===== config.mk =====
export PLATFORM = sky130hd
export DESIGN_NAME = cpu_stage_seq_flat
export DESIGN_NICKNAME = d
export VERILOG_FILES = /design/src/rtl/cpu_pkg.sv /design/src/rtl/cpu_stage_seq_if.sv /design/src/rtl/cpu_mem_watchdog.sv /design/src/rtl/cpu_stage_seq.sv /design/src/flat_wrapper.sv
export SDC_FILE = /design/constraint.sdc
export NUM_CORES = 1
export LEC_CHECK = 0
export ABC_CLOCK_PERIOD_IN_PS = 3300
export CAP_MARGIN = 25
export CORE_MARGIN = 4
export CORE_UTILIZATION = 51
export CTS_BUF_LIST = sky130_fd_sc_hd__clkbuf_16
export CTS_CLUSTER_DIAMETER = 150
export DETAILED_ROUTE_END_ITERATION = 8
export PLACE_DENSITY = 0.81
export SYNTH_ARGS = -nofsm -noshare
export SYNTH_HDL_FRONTEND = slang
export SYNTH_SLANG_ARGS = --single-unit

===== constraint.sdc =====
create_clock -name clk -period 3.3 [get_ports clk]
set_clock_uncertainty 0.05 [all_clocks]
set_input_delay 0.66 -clock clk [delete_from_list [all_inputs] [get_ports clk]]
set_output_delay 0.66 -clock clk [all_outputs]
set_load 0.01 [all_outputs]

===== src/rtl/cpu_pkg.sv =====
// Shared definitions for the 5-cycle CPU stage sequencer.
// This file covers the opcode constants, the MEM timeout limit, the sequencer state set,
// and the memory-opcode helper.
package cpu_pkg;

    localparam int OP_W = 6;

    localparam logic [OP_W-1:0] OP_HALT = 6'b111111;
    localparam logic [OP_W-1:0] OP_LW   = 6'b100011;
    localparam logic [OP_W-1:0] OP_SW   = 6'b101011;

    // Number of consecutive busy MEM cycles tolerated; the last one trips the fault.
    localparam int MEM_TMO = 16;
    localparam int TMO_W   = $clog2(MEM_TMO) + 1;

    typedef enum logic [2:0] {
        ST_RST    = 3'd0,
        ST_FETCH  = 3'd1,
        ST_DECODE = 3'd2,
        ST_EXEC   = 3'd3,
        ST_MEM    = 3'd4,
        ST_WB     = 3'd5,
        ST_HALT   = 3'd6,
        ST_FAULT  = 3'd7
    } state_e;

    // Loads and stores are the only instructions that visit the MEM stage.
    function automatic logic is_mem_op(input logic [OP_W-1:0] op);
        return (op == OP_LW) || (op == OP_SW);
    endfunction

endpackage


===== src/rtl/cpu_stage_seq_if.sv =====
// Interface between the CPU top level (master) and the stage sequencer (slave).
// The interface carries the opcode/mem_busy inputs and all stage enables and status flags.
// Optional macro CPU_STAGE_SEQ_PERF_EN adds the cyc_cnt/ret_cnt performance counters.
interface cpu_stage_seq_if;
    import cpu_pkg::*;

    logic [OP_W-1:0] opcode;
    logic            mem_busy;
    logic            fetch_en;
    logic            dec_en;
    logic            ex_en;
    logic            mem_en;
    logic            wb_en;
    logic            reg_we;
    logic            pc_we;
    logic            halted;
    logic            fault;
`ifdef CPU_STAGE_SEQ_PERF_EN
    logic [31:0]     cyc_cnt;
    logic [31:0]     ret_cnt;
`endif

    modport master (
        output opcode, mem_busy,
        input  fetch_en, dec_en, ex_en, mem_en, wb_en, reg_we, pc_we, halted, fault
`ifdef CPU_STAGE_SEQ_PERF_EN
        , input cyc_cnt, ret_cnt
`endif
    );

    modport slave (
        input  opcode, mem_busy,
        output fetch_en, dec_en, ex_en, mem_en, wb_en, reg_we, pc_we, halted, fault
`ifdef CPU_STAGE_SEQ_PERF_EN
        , output cyc_cnt, ret_cnt
`endif
    );

endinterface


===== src/rtl/cpu_mem_watchdog.sv =====
// MEM-stage watchdog that counts consecutive busy cycles spent in MEM.
// timeout_o flags the cycle on which the stage has been busy for MEM_TMO cycles in a row.
// The owner holds clear_i high in reset and in every cycle outside MEM.
module cpu_mem_watchdog
    import cpu_pkg::*;
(
    input  logic clk,
    input  logic clear_i,
    input  logic busy_i,
    output logic timeout_o
);

    localparam logic [TMO_W-1:0] CNT_MAX  = '1;
    localparam logic [TMO_W-1:0] CNT_TRIP = TMO_W'(MEM_TMO - 1);

    logic [TMO_W-1:0] cnt_q;
    logic [TMO_W-1:0] cnt_d;

    // Saturating count of busy cycles since MEM was entered.
    always_comb begin
        cnt_d = cnt_q;
        if (clear_i) begin
            cnt_d = '0;
        end else if (busy_i && (cnt_q != CNT_MAX)) begin
            cnt_d = cnt_q + 1'b1;
        end
    end

    // Counter register; clear_i doubles as the synchronous reset.
    always_ff @(posedge clk) begin
        cnt_q <= cnt_d;
    end

    assign timeout_o = ~clear_i & busy_i & (cnt_q == CNT_TRIP);

endmodule


===== src/rtl/cpu_stage_seq.sv =====
// Multi-cycle stage sequencer for the 5-cycle CPU.
// It issues one stage enable per cycle (F, D, E, [M], W), skips MEM for non-memory ops,
// stalls on mem_busy, and stops for good on the halt opcode or on a MEM timeout.
// Optional macro CPU_STAGE_SEQ_PERF_EN adds cycle and retired-instruction counters.
//
// state  | meaning
// RST    | held in reset, all outputs low
// FETCH  | fetch stage enabled
// DECODE | decode stage enabled, opcode latched
// EXEC   | execute stage enabled
// MEM    | memory stage enabled, stalls while mem_busy
// WB     | writeback, PC update, register write unless store
// HALT   | halt opcode seen, absorbing
// FAULT  | memory stage timed out, absorbing
module cpu_stage_seq
    import cpu_pkg::*;
(
    input  logic           clk,
    input  logic           clr,
    cpu_stage_seq_if.slave bus
);

    state_e          state_q;
    state_e          state_d;
    logic [OP_W-1:0] op_q;
    logic [OP_W-1:0] op_d;
    logic            wdg_clear;
    logic            wdg_timeout;

    assign wdg_clear = clr | (state_q != ST_MEM);

    cpu_mem_watchdog u_wdg (
        .clk       (clk),
        .clear_i   (wdg_clear),
        .busy_i    (bus.mem_busy),
        .timeout_o (wdg_timeout)
    );

    // Next-state and opcode latch; opcode is captured only in DECODE.
    always_comb begin
        state_d = state_q;
        op_d    = op_q;
        case (state_q)
            ST_RST:    state_d = ST_FETCH;
            ST_FETCH:  state_d = ST_DECODE;
            ST_DECODE: begin
                op_d    = bus.opcode;
                state_d = (bus.opcode == OP_HALT) ? ST_HALT : ST_EXEC;
            end
            ST_EXEC:   state_d = is_mem_op(op_q) ? ST_MEM : ST_WB;
            ST_MEM: begin
                if (wdg_timeout) begin
                    state_d = ST_FAULT;
                end else if (!bus.mem_busy) begin
                    state_d = ST_WB;
                end
            end
            ST_WB:     state_d = ST_FETCH;
            ST_HALT:   state_d = ST_HALT;
            ST_FAULT:  state_d = ST_FAULT;
            default:   state_d = ST_RST;
        endcase
    end

    // State and opcode registers with synchronous clear.
    always_ff @(posedge clk) begin
        if (clr) begin
            state_q <= ST_RST;
            op_q    <= '0;
        end else begin
            state_q <= state_d;
            op_q    <= op_d;
        end
    end

    // Outputs decode only registered state and opcode, so nothing passes straight from inputs.
    assign bus.fetch_en = (state_q == ST_FETCH);
    assign bus.dec_en   = (state_q == ST_DECODE);
    assign bus.ex_en    = (state_q == ST_EXEC);
    assign bus.mem_en   = (state_q == ST_MEM);
    assign bus.wb_en    = (state_q == ST_WB);
    assign bus.pc_we    = (state_q == ST_WB);
    assign bus.reg_we   = (state_q == ST_WB) && (op_q != OP_SW);
    assign bus.halted   = (state_q == ST_HALT);
    assign bus.fault    = (state_q == ST_FAULT);

`ifdef CPU_STAGE_SEQ_PERF_EN
    logic [31:0] cyc_cnt_q;
    logic [31:0] ret_cnt_q;
    logic        active;

    assign active = (state_q != ST_RST) && (state_q != ST_HALT) && (state_q != ST_FAULT);

    // Wrapping cycle and retirement counters.
    always_ff @(posedge clk) begin
        if (clr) begin
            cyc_cnt_q <= '0;
            ret_cnt_q <= '0;
        end else begin
            if (active) begin
                cyc_cnt_q <= cyc_cnt_q + 32'd1;
            end
            if (state_q == ST_WB) begin
                ret_cnt_q <= ret_cnt_q + 32'd1;
            end
        end
    end

    assign bus.cyc_cnt = cyc_cnt_q;
    assign bus.ret_cnt = ret_cnt_q;
`endif

endmodule

===== src/flat_wrapper.sv =====
// flat-port wrapper written by rule: the top's interface ports become plain ports
module cpu_stage_seq_flat import cpu_pkg::*;
  (clk, clr, bus_opcode, bus_mem_busy, bus_fetch_en, bus_dec_en, bus_ex_en, bus_mem_en, bus_wb_en, bus_reg_we, bus_pc_we, bus_halted, bus_fault);
  cpu_stage_seq_if bus_i ();
  input  logic clk;
  input  logic clr;
  input wire logic [$bits(bus_i.opcode)-1:0] bus_opcode;
  input wire logic [$bits(bus_i.mem_busy)-1:0] bus_mem_busy;
  output wire logic [$bits(bus_i.fetch_en)-1:0] bus_fetch_en;
  output wire logic [$bits(bus_i.dec_en)-1:0] bus_dec_en;
  output wire logic [$bits(bus_i.ex_en)-1:0] bus_ex_en;
  output wire logic [$bits(bus_i.mem_en)-1:0] bus_mem_en;
  output wire logic [$bits(bus_i.wb_en)-1:0] bus_wb_en;
  output wire logic [$bits(bus_i.reg_we)-1:0] bus_reg_we;
  output wire logic [$bits(bus_i.pc_we)-1:0] bus_pc_we;
  output wire logic [$bits(bus_i.halted)-1:0] bus_halted;
  output wire logic [$bits(bus_i.fault)-1:0] bus_fault;
  assign bus_i.opcode = bus_opcode;
  assign bus_i.mem_busy = bus_mem_busy;
  assign bus_fetch_en = bus_i.fetch_en;
  assign bus_dec_en = bus_i.dec_en;
  assign bus_ex_en = bus_i.ex_en;
  assign bus_mem_en = bus_i.mem_en;
  assign bus_wb_en = bus_i.wb_en;
  assign bus_reg_we = bus_i.reg_we;
  assign bus_pc_we = bus_i.pc_we;
  assign bus_halted = bus_i.halted;
  assign bus_fault = bus_i.fault;
  cpu_stage_seq u_core (.clk(clk), .clr(clr), .bus(bus_i));
endmodule

# [After elaboration in Yosys (flattened, before gate mapping)]
# Cells that the tools add are included.
# Widths: inputs -> output; s select.
[word_totals] out_inout_bits=9 elab_cells=33 inputBits=9 register_bits=14
[classes] bitwise=4 add_sub_neg=1 mux=5 reduce_logical=5 n_eq_ne=15
[ops] operator="$pmux 3 s7" n=1
[ops] operator="$eq 6x6->1 const B" n=3
[ops] operator="$eq 3x3->1 const B" n=4
[ops] operator="$mux 3" n=3
[ops] operator="$eq 3x2->1 const B" n=2
[ops] operator="$ne 6x6->1 const B" n=1
[ops] operator="$add 5x1->5 const B" n=1
[ops] operator="$eq 5x4->1 const B" n=1
[ops] operator="$ne 5x5->1 const B" n=1
[ops] operator="$eq 3x1->1 const B" n=1
[ops] operator="$logic_not 3->1" n=1
[ops] operator="$ne 3x2->1 const B" n=1
[ops] operator="$ne 3x3->1 const B" n=1
[ops] operator="$and 1x1->1" n=2
[ops] operator="$logic_and 1x1->1" n=2
[ops] operator="$reduce_or 2->1" n=1
[ops] operator="$logic_or 1x1->1" n=1
[ops] operator="$mux 1" n=1
[ops] operator="$not 1->1" n=1
[ops] operator="$or 1x1->1" n=1

# [Depth between registers and ports, before layout]
# Gate-level depths: netlist of the first run.
[depth] word_depth=7 mapped_depth=6 ltp_nobuf=6

# [By module]
# A second synthesis of the first run with hierarchy kept.
[hier_totals] hier_cells=82 area_unflattened_um2=738.2
[by_module_without_submodules] mod="cpu_stage_seq" seq_area_each_um2=180.2 cells_each=56 instances=1 area_each_um2=489.2
[by_module_without_submodules] mod="cpu_mem_watchdog" seq_area_each_um2=100.1 cells_each=26 instances=1 area_each_um2=249.0

# [Worst setup path after synthesis of the first run]
# Ideal clock, no wire load.
[synth_timing] kind="reg-to-output" start="register u_core.state_q[2]" end="output bus_reg_we" required_ps=2590 t_arrival_ps=1058 path_stages_with_launch=4 n_path_buf=1 path_slack_ps=1532 cell_sequence="dfxtp_1 -> buf_6 -> and3_1 -> a21boi_0"
[synth_between] elab_chain_len=2
[synth_rtl] item="start: declaration" line_no="cpu_stage_seq.sv:23" source="state_e state_q;"
[synth_rtl] item="start signal: assignment" line_no="cpu_stage_seq.sv:71" source="state_q <= state_d;"
[synth_rtl] item="$eq 3x3->1"
[synth_rtl] item="net bus_pc_we" line_no="flat_wrapper.sv:15" source="output wire logic [$bits(bus_i.pc_we)-1:0] bus_pc_we;"
[synth_rtl] item="$logic_and 1x1->1" line_no="cpu_stage_seq.sv:83" source="assign bus.reg_we = (state_q == ST_WB) && (op_q != OP_SW);"
[synth_rtl] item="end: declaration" line_no="flat_wrapper.sv:14" source="output wire logic [$bits(bus_i.reg_we)-1:0] bus_reg_we;"
# The timed path passes the listed nets, and every way through them passes these cells.

# [Worst setup path after layout of the first run]
[layout_timing] start="register u_core.state_q[2]" end="output bus_reg_we"
[layout_between] elab_chain_len=2
[layout_rtl] item="$eq 3x3->1" line_no="cpu_stage_seq.sv:83"
[layout_rtl] item="$logic_and 1x1->1" line_no="cpu_stage_seq.sv:83"
# Every way passes these cells.

==> impl_metrics.py, run 1 <==
metrics = {
    "placed_design": {
        "hpwl_mm": 1.177,
        "place.gp.congestion": 0.7426,
        "io_buffers": 17,
        "place_inst": 109,
        "placed_area_um2": 914.6,
    },
    "global_route": {
        "overflow": 0,
        "grtUsageTotal_pct": 15.99,
        "grt_antenna_before_repair": 0,
        "grt_pass1_vias": 585,
        "grt_pass1_wl_mm": 2.490,
        "grt_max_degree": 13,
    },
    "routing": {
        "wirelength_mm": 1.507,
        "final_antenna_net_count": 0,
        "wire_per_inst_um": 13.34,
        "dr.pass1.iters": 4,
        "drt_iter0_markers": 6,
        "drc": 0,
        "vias": 616,
        "vias_per_cell": 5.451,
    },
    "setup_path": {
        "crit_path_max_fanout": 12,
        "max_stage_delay_ns": 0.57,
        "critical_path_class": "reg -> out",
        "arrival_ns": 1.81,
        "critical-path-top-delay-family": "buffers and inverters",
        "end_kind": "output port",
        "worst_setup_path_start_kind": "register",
        "crit_buf_inv": 1,
        "cp_slowest_cell": "clkdlybuf4s50_1",
        "crit_chain": "and3_1 > a21boi_0 > clkdlybuf4s50_1",
        "worstPathRequired_ns": 2.59,
    },
    "floorplanning": {
        "die_area_um2": 2206,
        "start_util_pct": 56.69,
        "ios": 18,
        "rows": 13,
        "core-area_um2": 1366,
        "dieHeight_um": 46.97,
        "die_x_um": 46.97,
    },
    "clock_tree": {
        "cts_buffer_depth": 2,
        "clk_pin_slew_ns": 0.04,
        "cts_tree": "done",
        "cts_root_buffer": "clkbuf_16",
        "clock_latency_ns": 0.24,
        "cts_buffers": 3,
        "htree_levels": 1,
        "cts.sinks": 14,
        "holdBufCountCts": 0,
        "postCtsResizedCells": 0,
        "cts_post_setup_buffers_inserted": 0,
    },
    "sta": {
        "hold_ws_ns": 0.4367,
        "maxSlewHeadroom_pct": 73.28,
        "finalMaxSlewViolations": 0,
        "timing.final.crit_share_pct": 76.34,
        "min_period_ns": 2.519,
        "finalSetupViolations": 0,
        "tightest_slew_ns": 0.4003,
        "rsz0062_at_grt": "false",
        "finalHoldViolations": 0,
        "setup_tns_ns": 0,
        "fmax_ghz": 0.3970,
    },
    "flow_run": {
        "drv_cap": 0,
    },
    "final_layout": {
        "layout-drive-gt1-share_pct": 10.20,
        "layout_common_cells": "clkdlybuf4s50_1, dfxtp_1, nor2_1",
        "antenna_cells": 0,
        "fillers": 110,
        "final_cells": 113,
        "stdcell_area_um2": 993.5,
        "nNetsFinal": 111,
        "area_growth_pct": 28.27,
        "layout_commonest_cell": "clkdlybuf4s50_1",
    },
    "yosys": {
        "ys_types": 34,
        "synth.avg_cell_area_um2": 9.445,
        "ys.warnings.count": 0,
        "netlist_instances": 82,
        "synth_seq_area_share_pct": 36.19,
        "synth_area_um2": 774.5,
        "syn-num-nets": 94,
        "ys_ff_latch": 14,
    },
    "outcome": {
        "status": "completed",
    },
    "worst_hold_path": {
        "min_path_type": "reg -> reg",
    },
    "pwr": {
        "p_leak_nw": 0.3824,
        "peakVddDrop_mv": 0.3878,
        "powerDensity_nw_per_um2": 494.1,
    },
}
==> worst reg2reg max path: stages, from the launching register on <==
cell and delay, ns:
dfxtp_1 0.33, ha_1 0.21, and3_1 0.20, ha_1 0.20, nand2b_1 0.18, or3_1 0.35
a21oi_1 0.15
==> stage by stage <==
step / setup slack [ns] / util [%] / power (W)
after floorplan: 1.532 / - / 0.0002485
after global placement: 1.074 / 66.94 / 0.0002668
after detailed placement: 1.026 / 66.94 / 0.0002697
after CTS: 0.7799 / 72.71 / 0.0004941
after global routing: 0.6875 / 72.71 / 0.0005120
final: 0.7809 / 72.71 / 0.0004908
==> power by group <==
part           internal [W]  switching, W   total, W
logic             0.0000421     0.0000307  0.0000729
registers          0.000179     0.0000146   0.000194
clock network      0.000160     0.0000646   0.000224
==> state kept, by name (all words and copies together), names as in the netlist <==
register / count
u_core.op_q: 6
u_core.u_wdg.cnt_q: 5
u_core.state_q: 3
==> area by class of cell <==
| type | count | area [um2] | share of cell area, % |
|---|---|---|---|
| clock buffers | 3 | 75.07 | 7.557 |
| clock inverters | 1 | 3.754 | 0.3778 |
| repair buffers | 18 | 177.7 | 17.88 |
| multi-input cells | 58 | 422.9 | 42.57 |
| well taps | 15 | 18.77 | 1.889 |
| flip-flops and latches | 14 | 280.3 | 28.21 |
| inverters | 4 | 15.01 | 1.511 |
==> metal layers <==
| metal | GRT usage, % | routed length (um) | vias up | part of all wire (%) |
|---|---|---|---|---|
| li1 | - | - | 314 | - |
| met1 | 19.49 | 682 | 287 | 45 |
| met2 | 27.10 | 729 | 13 | 48 |
| met3 | 3.448 | 78 | 2 | 5.2 |
| met4 | 6.630 | 16 | 0 | 1.1 |
| met5 | 0 | 0 | - | 0 |
==> cell families after synthesis <==
logic type | Yosys count | share of synthesized area, %
AO/OA/AOI/OAI | 12 | 10.50
XOR/XNOR | 2 | 2.262
adder cells (fa/ha/maj) | 3 | 4.847
buffers and inverters | 10 | 9.207
flip-flops | 14 | 36.19
multiplexers | 6 | 7.755
AND/OR/NAND/NOR | 35 | 29.24
==> synthesized netlist by cell type <==
cell type,instances,share of area (%)
a211oi_2,1,1.6
nand3_1,1,0.65
nor3b_1,1,0.97
nor3b_4,1,2.4
dfxtp_1,14,36
nor3_1,2,1.3
nor2_1,10,4.8
xor2_1,1,1.1
a21oi_1,4,2.6
a21o_1,1,0.97
nor3b_2,2,3.2
nand2_1,4,1.9
clkbuf_1,1,0.48
or3_1,1,0.81
nand4_1,1,0.81
xnor2_1,1,1.1
ha_1,3,4.8
and3_1,4,3.2
buf_6,4,5.8
mux2i_1,6,7.8
a21boi_0,2,1.9
nor4_1,1,0.81
nand2b_1,2,1.6
a211oi_1,1,0.97
and3b_1,1,1.1
and2b_1,1,0.97
a31oi_1,1,0.81
inv_1,4,1.9
nor4b_2,1,1.9
o21ai_0,1,0.65
and3b_4,1,1.6
buf_4,1,0.97
o21a_1,1,0.97
nand3b_1,1,0.97
==> worst paths after layout <==
check | startpoint | end | slack (ns) | depth (start not counted)
worst max-delay path | u_core.state_q[2] | bus_reg_we | 0.78 | 3
worst min-delay path | u_core.op_q[0] | u_core.op_q[0] | 0.44 | 2
worst max register to register | u_core.u_wdg.cnt_q[0] | u_core.u_wdg.cnt_q[3] | 1.55 | 6
worst min register to register | u_core.op_q[0] | u_core.op_q[0] | 0.44 | 2
Note: power is estimated with default switching activity, not from simulation.
==> run 2: changes to the inputs <==
ABC_CLOCK_PERIOD_IN_PS = 2350   (was 3300)
CORE_UTILIZATION = 47   (was 51)
PLACE_DENSITY = 0.76   (was 0.81)
clock period = 2.35 ns   (was 3.3 ns; I/O delays follow)
==> impl_metrics.py, run 2 (same netlist as run 1, synthesis figures left out) <==
metrics = {
    "clock_tree": {
        "cts.sinks": 14,
        "cts_buffer_depth": 2,
        "cts_tree": "done",
        "cts_buffers": 3,
        "cts_post_setup_buffers_inserted": 0,
        "htree_levels": 1,
        "clock_latency_ns": 0.25,
        "cts_root_buffer": "clkbuf_16",
        "holdBufCountCts": 0,
        "clk_pin_slew_ns": 0.05,
    },
    "sta": {
        "finalSetupViolations": 0,
        "fmax_ghz": 0.4611,
        "min_period_ns": 2.169,
        "setup_tns_ns": 0,
        "finalHoldViolations": 0,
        "tightest_slew_ns": 0.2945,
        "timing.final.crit_share_pct": 92.29,
        "finalMaxSlewViolations": 0,
        "setup_ws_ns": 0.1812,
        "maxSlewHeadroom_pct": 80.31,
        "rsz0062_at_grt": "false",
    },
    "setup_path": {
        "crit_path_max_fanout": 12,
        "r2r_cells": 6,
        "end_kind": "output port",
        "reg2reg_slack_ns": 0.61,
        "arrival_ns": 1.65,
        "critical_path_class": "reg -> out",
        "reg2reg_from": "u_core.u_wdg.cnt_q[0]",
        "worst_setup_path_start_kind": "register",
        "worstPathRequired_ns": 1.83,
        "r2r-end": "u_core.u_wdg.cnt_q[3]",
    },
    "pwr": {
        "power.total_w": 0.0006985,
        "share_comb_of_total_power_pct": 14.5,
        "power.clock.fraction_pct": 46.3,
        "power_switching_w": 0.0001616,
        "pwr-share-seq_pct": 39.2,
        "p_sw_share_pct": 23.14,
        "p_int_w": 0.0005369,
        "powerDensity_nw_per_um2": 699.6,
        "p_leak_nw": 0.3834,
        "peakVddDrop_mv": 0.5079,
    },
    "final_layout": {
        "regMostFlops": "u_core.op_q",
        "area_growth_pct": 28.92,
        "nNetsFinal": 111,
        "largest_reg_flops": 6,
        "layout_common_cells": "clkdlybuf4s50_1, dfxtp_1, nor2_1",
        "antenna_cells": 0,
        "biggestRegsByFlops": "u_core.op_q (6), u_core.u_wdg.cnt_q (5), u_core.state_q (3)",
        "layout_commonest_cell": "clkdlybuf4s50_1",
        "layout-drive-gt1-share_pct": 13.27,
        "fin_util_pct": 65.52,
        "fillers": 128,
    },
    "global_route": {
        "grt_pass1_vias": 603,
        "grt_antenna_before_repair": 0,
        "grt_max_degree": 13,
        "overflow": 0,
        "grt_pass1_wl_mm": 2.656,
        "grtUsageTotal_pct": 14.16,
    },
    "floorplanning": {
        "core-area_um2": 1524,
        "die_area_um2": 2361,
        "die_x_um": 48.60,
        "ios": 18,
        "rows": 14,
        "start_util_pct": 50.82,
        "dieHeight_um": 48.60,
    },
    "placed_design": {
        "place_ws_ns": 0.2885,
        "io_buffers": 17,
        "hpwl_mm": 1.081,
        "place.gp.congestion": 0.7690,
    },
    "worst_hold_path": {
        "min_path_type": "reg -> reg",
        "holdPathEnd": "u_core.u_wdg.cnt_q[1]",
        "hold_start": "u_core.u_wdg.cnt_q[1]",
        "min_path_cells": 2,
    },
    "outcome": {
        "status": "completed",
    },
    "routing": {
        "wire_per_inst_um": 12.96,
        "drt_iter0_markers": 12,
        "vias_per_cell": 5.430,
        "vias": 619,
        "final_antenna_net_count": 0,
        "drc": 0,
        "wirelength_mm": 1.477,
        "dr.pass1.iters": 4,
    },
    "flow_run": {
        "drv_cap": 0,
    },
}
[run 2: worst max path at each step]
stage                                from               endpoint  slack [ns]  cells after the start
floorplan           u_core.u_wdg.cnt_q[0]  u_core.u_wdg.cnt_q[3]        0.74                      6
global placement        u_core.state_q[2]             bus_reg_we        0.32                      3
detailed placement      u_core.state_q[2]             bus_reg_we        0.29                      3
CTS                     u_core.state_q[2]             bus_reg_we        0.03                      3
global route            u_core.state_q[2]             bus_reg_we        0.07                      3
finish                  u_core.state_q[2]             bus_reg_we        0.18                      3
[run 2: critical path: stages (launching register included)]
cell	delay (ns)
dfxtp_2	0.45
and3_1	0.22
a21boi_0	0.17
clkdlybuf4s50_1	0.55
[run 2: stage by stage]
stage | cell area, um2 | instances | hold WS, ns
after floorplan | 774.5 | 82 | 0.4016
after global placement | 915.9 | 110 | 0.4122
after detailed placement | 915.9 | 110 | 0.4262
after CTS | 994.7 | 114 | 0.4336
after global routing | 998.5 | 114 | 0.4554
final | 998.5 | 114 | 0.4276
[run 2: power groups by stage]
stage / Sequential (W) / Combinational [W] / Clock [W]
after CTS: 0.000272 / 0.000102 / 0.000331
after floorplan: 0.000262 / 0.0000874 / 0
after detailed placement: 0.000276 / 0.000101 / 0
after global placement: 0.000275 / 0.000101 / 0
after global routing: 0.000276 / 0.000112 / 0.000343
final: 0.000274 / 0.000101 / 0.000324
[run 2: what timing repair did]
action                                  4_1_cts  5_1_grt
resized for setup                             0        3
endpoints found under the setup margin        0        2
endpoints found under the hold margin         0        0
[run 2: cell type report]
cell class	count	area [um2]	share of cell area, %
sequential	14	284.0	28.45
clock inverter	1	3.754	0.3759
inverter	4	15.01	1.504
multi-input combinational	58	422.9	42.36
tap	16	20.02	2.005
timing repair buffer	18	177.7	17.79
clock buffer	3	75.07	7.519
[run 2: layer usage]
layer | global-route usage, % | vias to the layer above | share of wire (%)
met5 | 0 | - | 0
met4 | 9.417 | 0 | 2.2
met3 | 3.681 | 4 | 5.3
met2 | 21.52 | 12 | 45
met1 | 17.33 | 284 | 47
li1 | - | 319 | -
==> run 3: changes to the inputs <==
RECOVER_POWER = 100   (was unset)
SKIP_CTS_REPAIR_TIMING = 1   (was unset)
==> impl_metrics.py, run 3 (same netlist as run 1, synthesis figures left out) <==
metrics = {
    "clock_tree": {
        "clk_pin_slew_ns": 0.05,
        "cts_tree": "done",
        "cts_buffer_depth": 2,
        "clock_latency_ns": 0.25,
        "cts_buffers": 3,
        "htree_levels": 1,
        "cts_root_buffer": "clkbuf_16",
        "cts.sinks": 14,
    },
    "routing": {
        "drc": 0,
        "wirelength_mm": 1.469,
        "drt_iter0_markers": 11,
        "final_antenna_net_count": 0,
        "wire_per_inst_um": 12.89,
        "vias": 622,
        "dr.pass1.iters": 4,
        "vias_per_cell": 5.456,
    },
    "pwr": {
        "pwr-share-seq_pct": 39.4,
        "p_sw_share_pct": 22.88,
        "peakVddDrop_mv": 0.5053,
        "powerDensity_nw_per_um2": 707.4,
        "p_int_w": 0.0005310,
        "p_leak_nw": 0.3929,
        "power.clock.fraction_pct": 46.9,
        "power_switching_w": 0.0001576,
        "share_comb_of_total_power_pct": 13.8,
    },
    "sta": {
        "min_period_ns": 2.191,
        "rsz0062_at_grt": "false",
        "finalMaxSlewViolations": 0,
        "fmax_ghz": 0.4564,
        "tightest_slew_ns": 0.4169,
        "timing.final.crit_share_pct": 93.24,
        "setup_tns_ns": 0,
        "finalHoldViolations": 0,
        "finalSetupViolations": 0,
        "maxSlewHeadroom_pct": 72.20,
    },
    "flow_run": {
        "drv_cap": 0,
    },
    "placed_design": {
        "hpwl_mm": 1.081,
        "io_buffers": 17,
        "place.gp.congestion": 0.7690,
    },
    "global_route": {
        "grt_max_degree": 13,
        "overflow": 0,
        "grt_pass1_wl_mm": 2.656,
        "grt_antenna_before_repair": 0,
        "grt_pass1_vias": 603,
        "grtUsageTotal_pct": 14.16,
    },
    "final_layout": {
        "layout_commonest_cell": "dfxtp_1",
        "largest_reg_flops": 6,
        "antenna_cells": 0,
        "seq_area_um2": 284.0,
        "fin_util_pct": 63.88,
        "regMostFlops": "u_core.op_q",
        "fillers": 133,
        "layout_common_cells": "dfxtp_1, nor2_1, clkdlybuf4s50_1",
        "biggestRegsByFlops": "u_core.op_q (6), u_core.u_wdg.cnt_q (5), u_core.state_q (3)",
        "nNetsFinal": 111,
        "area_growth_pct": 25.69,
        "layout-drive-gt1-share_pct": 9.184,
        "multi_input_area_um2": 401.6,
    },
    "floorplanning": {
        "die_area_um2": 2361,
        "start_util_pct": 50.82,
        "rows": 14,
        "core-area_um2": 1524,
        "die_x_um": 48.60,
        "ios": 18,
        "dieHeight_um": 48.60,
    },
    "setup_path": {
        "cp-startpoint": "u_core.state_q[1]",
        "critical_path_class": "reg -> out",
        "end_kind": "output port",
        "worst_setup_path_start_kind": "register",
        "crit_path_max_fanout": 9,
        "reg2reg_from": "u_core.u_wdg.cnt_q[0]",
        "r2r-end": "u_core.u_wdg.cnt_q[3]",
        "reg2reg_slack_ns": 0.62,
        "r2r_cells": 6,
        "worstPathRequired_ns": 1.83,
        "critPathCapture": "bus_reg_we",
        "arrival_ns": 1.67,
    },
    "worst_hold_path": {
        "min_path_type": "reg -> reg",
    },
    "outcome": {
        "status": "completed",
    },
}
## run 3: critical path, cell delays in order, from the launching register on
cell and delay (ns):
dfxtp_2 0.36, inv_1 0.11, and3_1 0.19, a21boi_0 0.16
dlygate4sd3_1 0.62
## run 3: area by class of cell
type                    count  area share [%]
multi-input cells          58           41.26
flip-flops and latches     14           29.18
repair buffers             18           17.87
clock buffers               3           7.712
well taps                  16           2.057
inverters                   4           1.542
clock inverters             1          0.3856
## run 3: worst min-delay path by stage
stage | end | slack [ns] | startpoint | cells past startpoint
6_report | u_core.u_wdg.cnt_q[1] | 0.43 | u_core.u_wdg.cnt_q[1] | 2
5_1_grt | u_core.u_wdg.cnt_q[3] | 0.46 | u_core.u_wdg.cnt_q[3] | 2
4_1_cts | u_core.u_wdg.cnt_q[1] | 0.43 | u_core.u_wdg.cnt_q[1] | 2
3_5_place_dp | u_core.op_q[3] | 0.43 | u_core.op_q[3] | 2
3_3_place_gp | u_core.u_wdg.cnt_q[3] | 0.41 | u_core.u_wdg.cnt_q[3] | 2
2_1_floorplan | u_core.op_q[5] | 0.40 | u_core.op_q[5] | 2
## run 3: per-stage QoR
step           hold WS (ns)  worst slack [ns]  std cells  power [W]  cell area, um2
2_1_floorplan        0.4016            0.7401         82  0.0003489           774.5
3_3_place_gp         0.4122            0.3160        110  0.0003762           915.9
3_5_place_dp         0.4262            0.2885        110  0.0003778           915.9
4_1_cts              0.4336           0.03015        114  0.0007053           994.7
5_1_grt              0.4554           0.04580        114  0.0007208           973.4
6_report             0.4275            0.1588        114  0.0006886           973.4
## run 3: power groups by stage
stage                     combinational (W)  sequential [W]  clock [W]
after floorplan                   0.0000874        0.000262          0
after global placement             0.000101        0.000275          0
after detailed placement           0.000101        0.000276          0
final                             0.0000950        0.000271   0.000323
after global routing               0.000105        0.000273   0.000343
after CTS                          0.000102        0.000272   0.000331
## run 3: metal layers
| layer | up-vias | routed length (um) | GRT usage [%] |
|---|---|---|---|
| li1 | 319 | - | - |
| met4 | 0 | 44 | 9.417 |
| met1 | 284 | 689 | 17.33 |
| met3 | 6 | 78 | 3.681 |
| met5 | - | 0 | 0 |
| met2 | 13 | 656 | 21.52 |
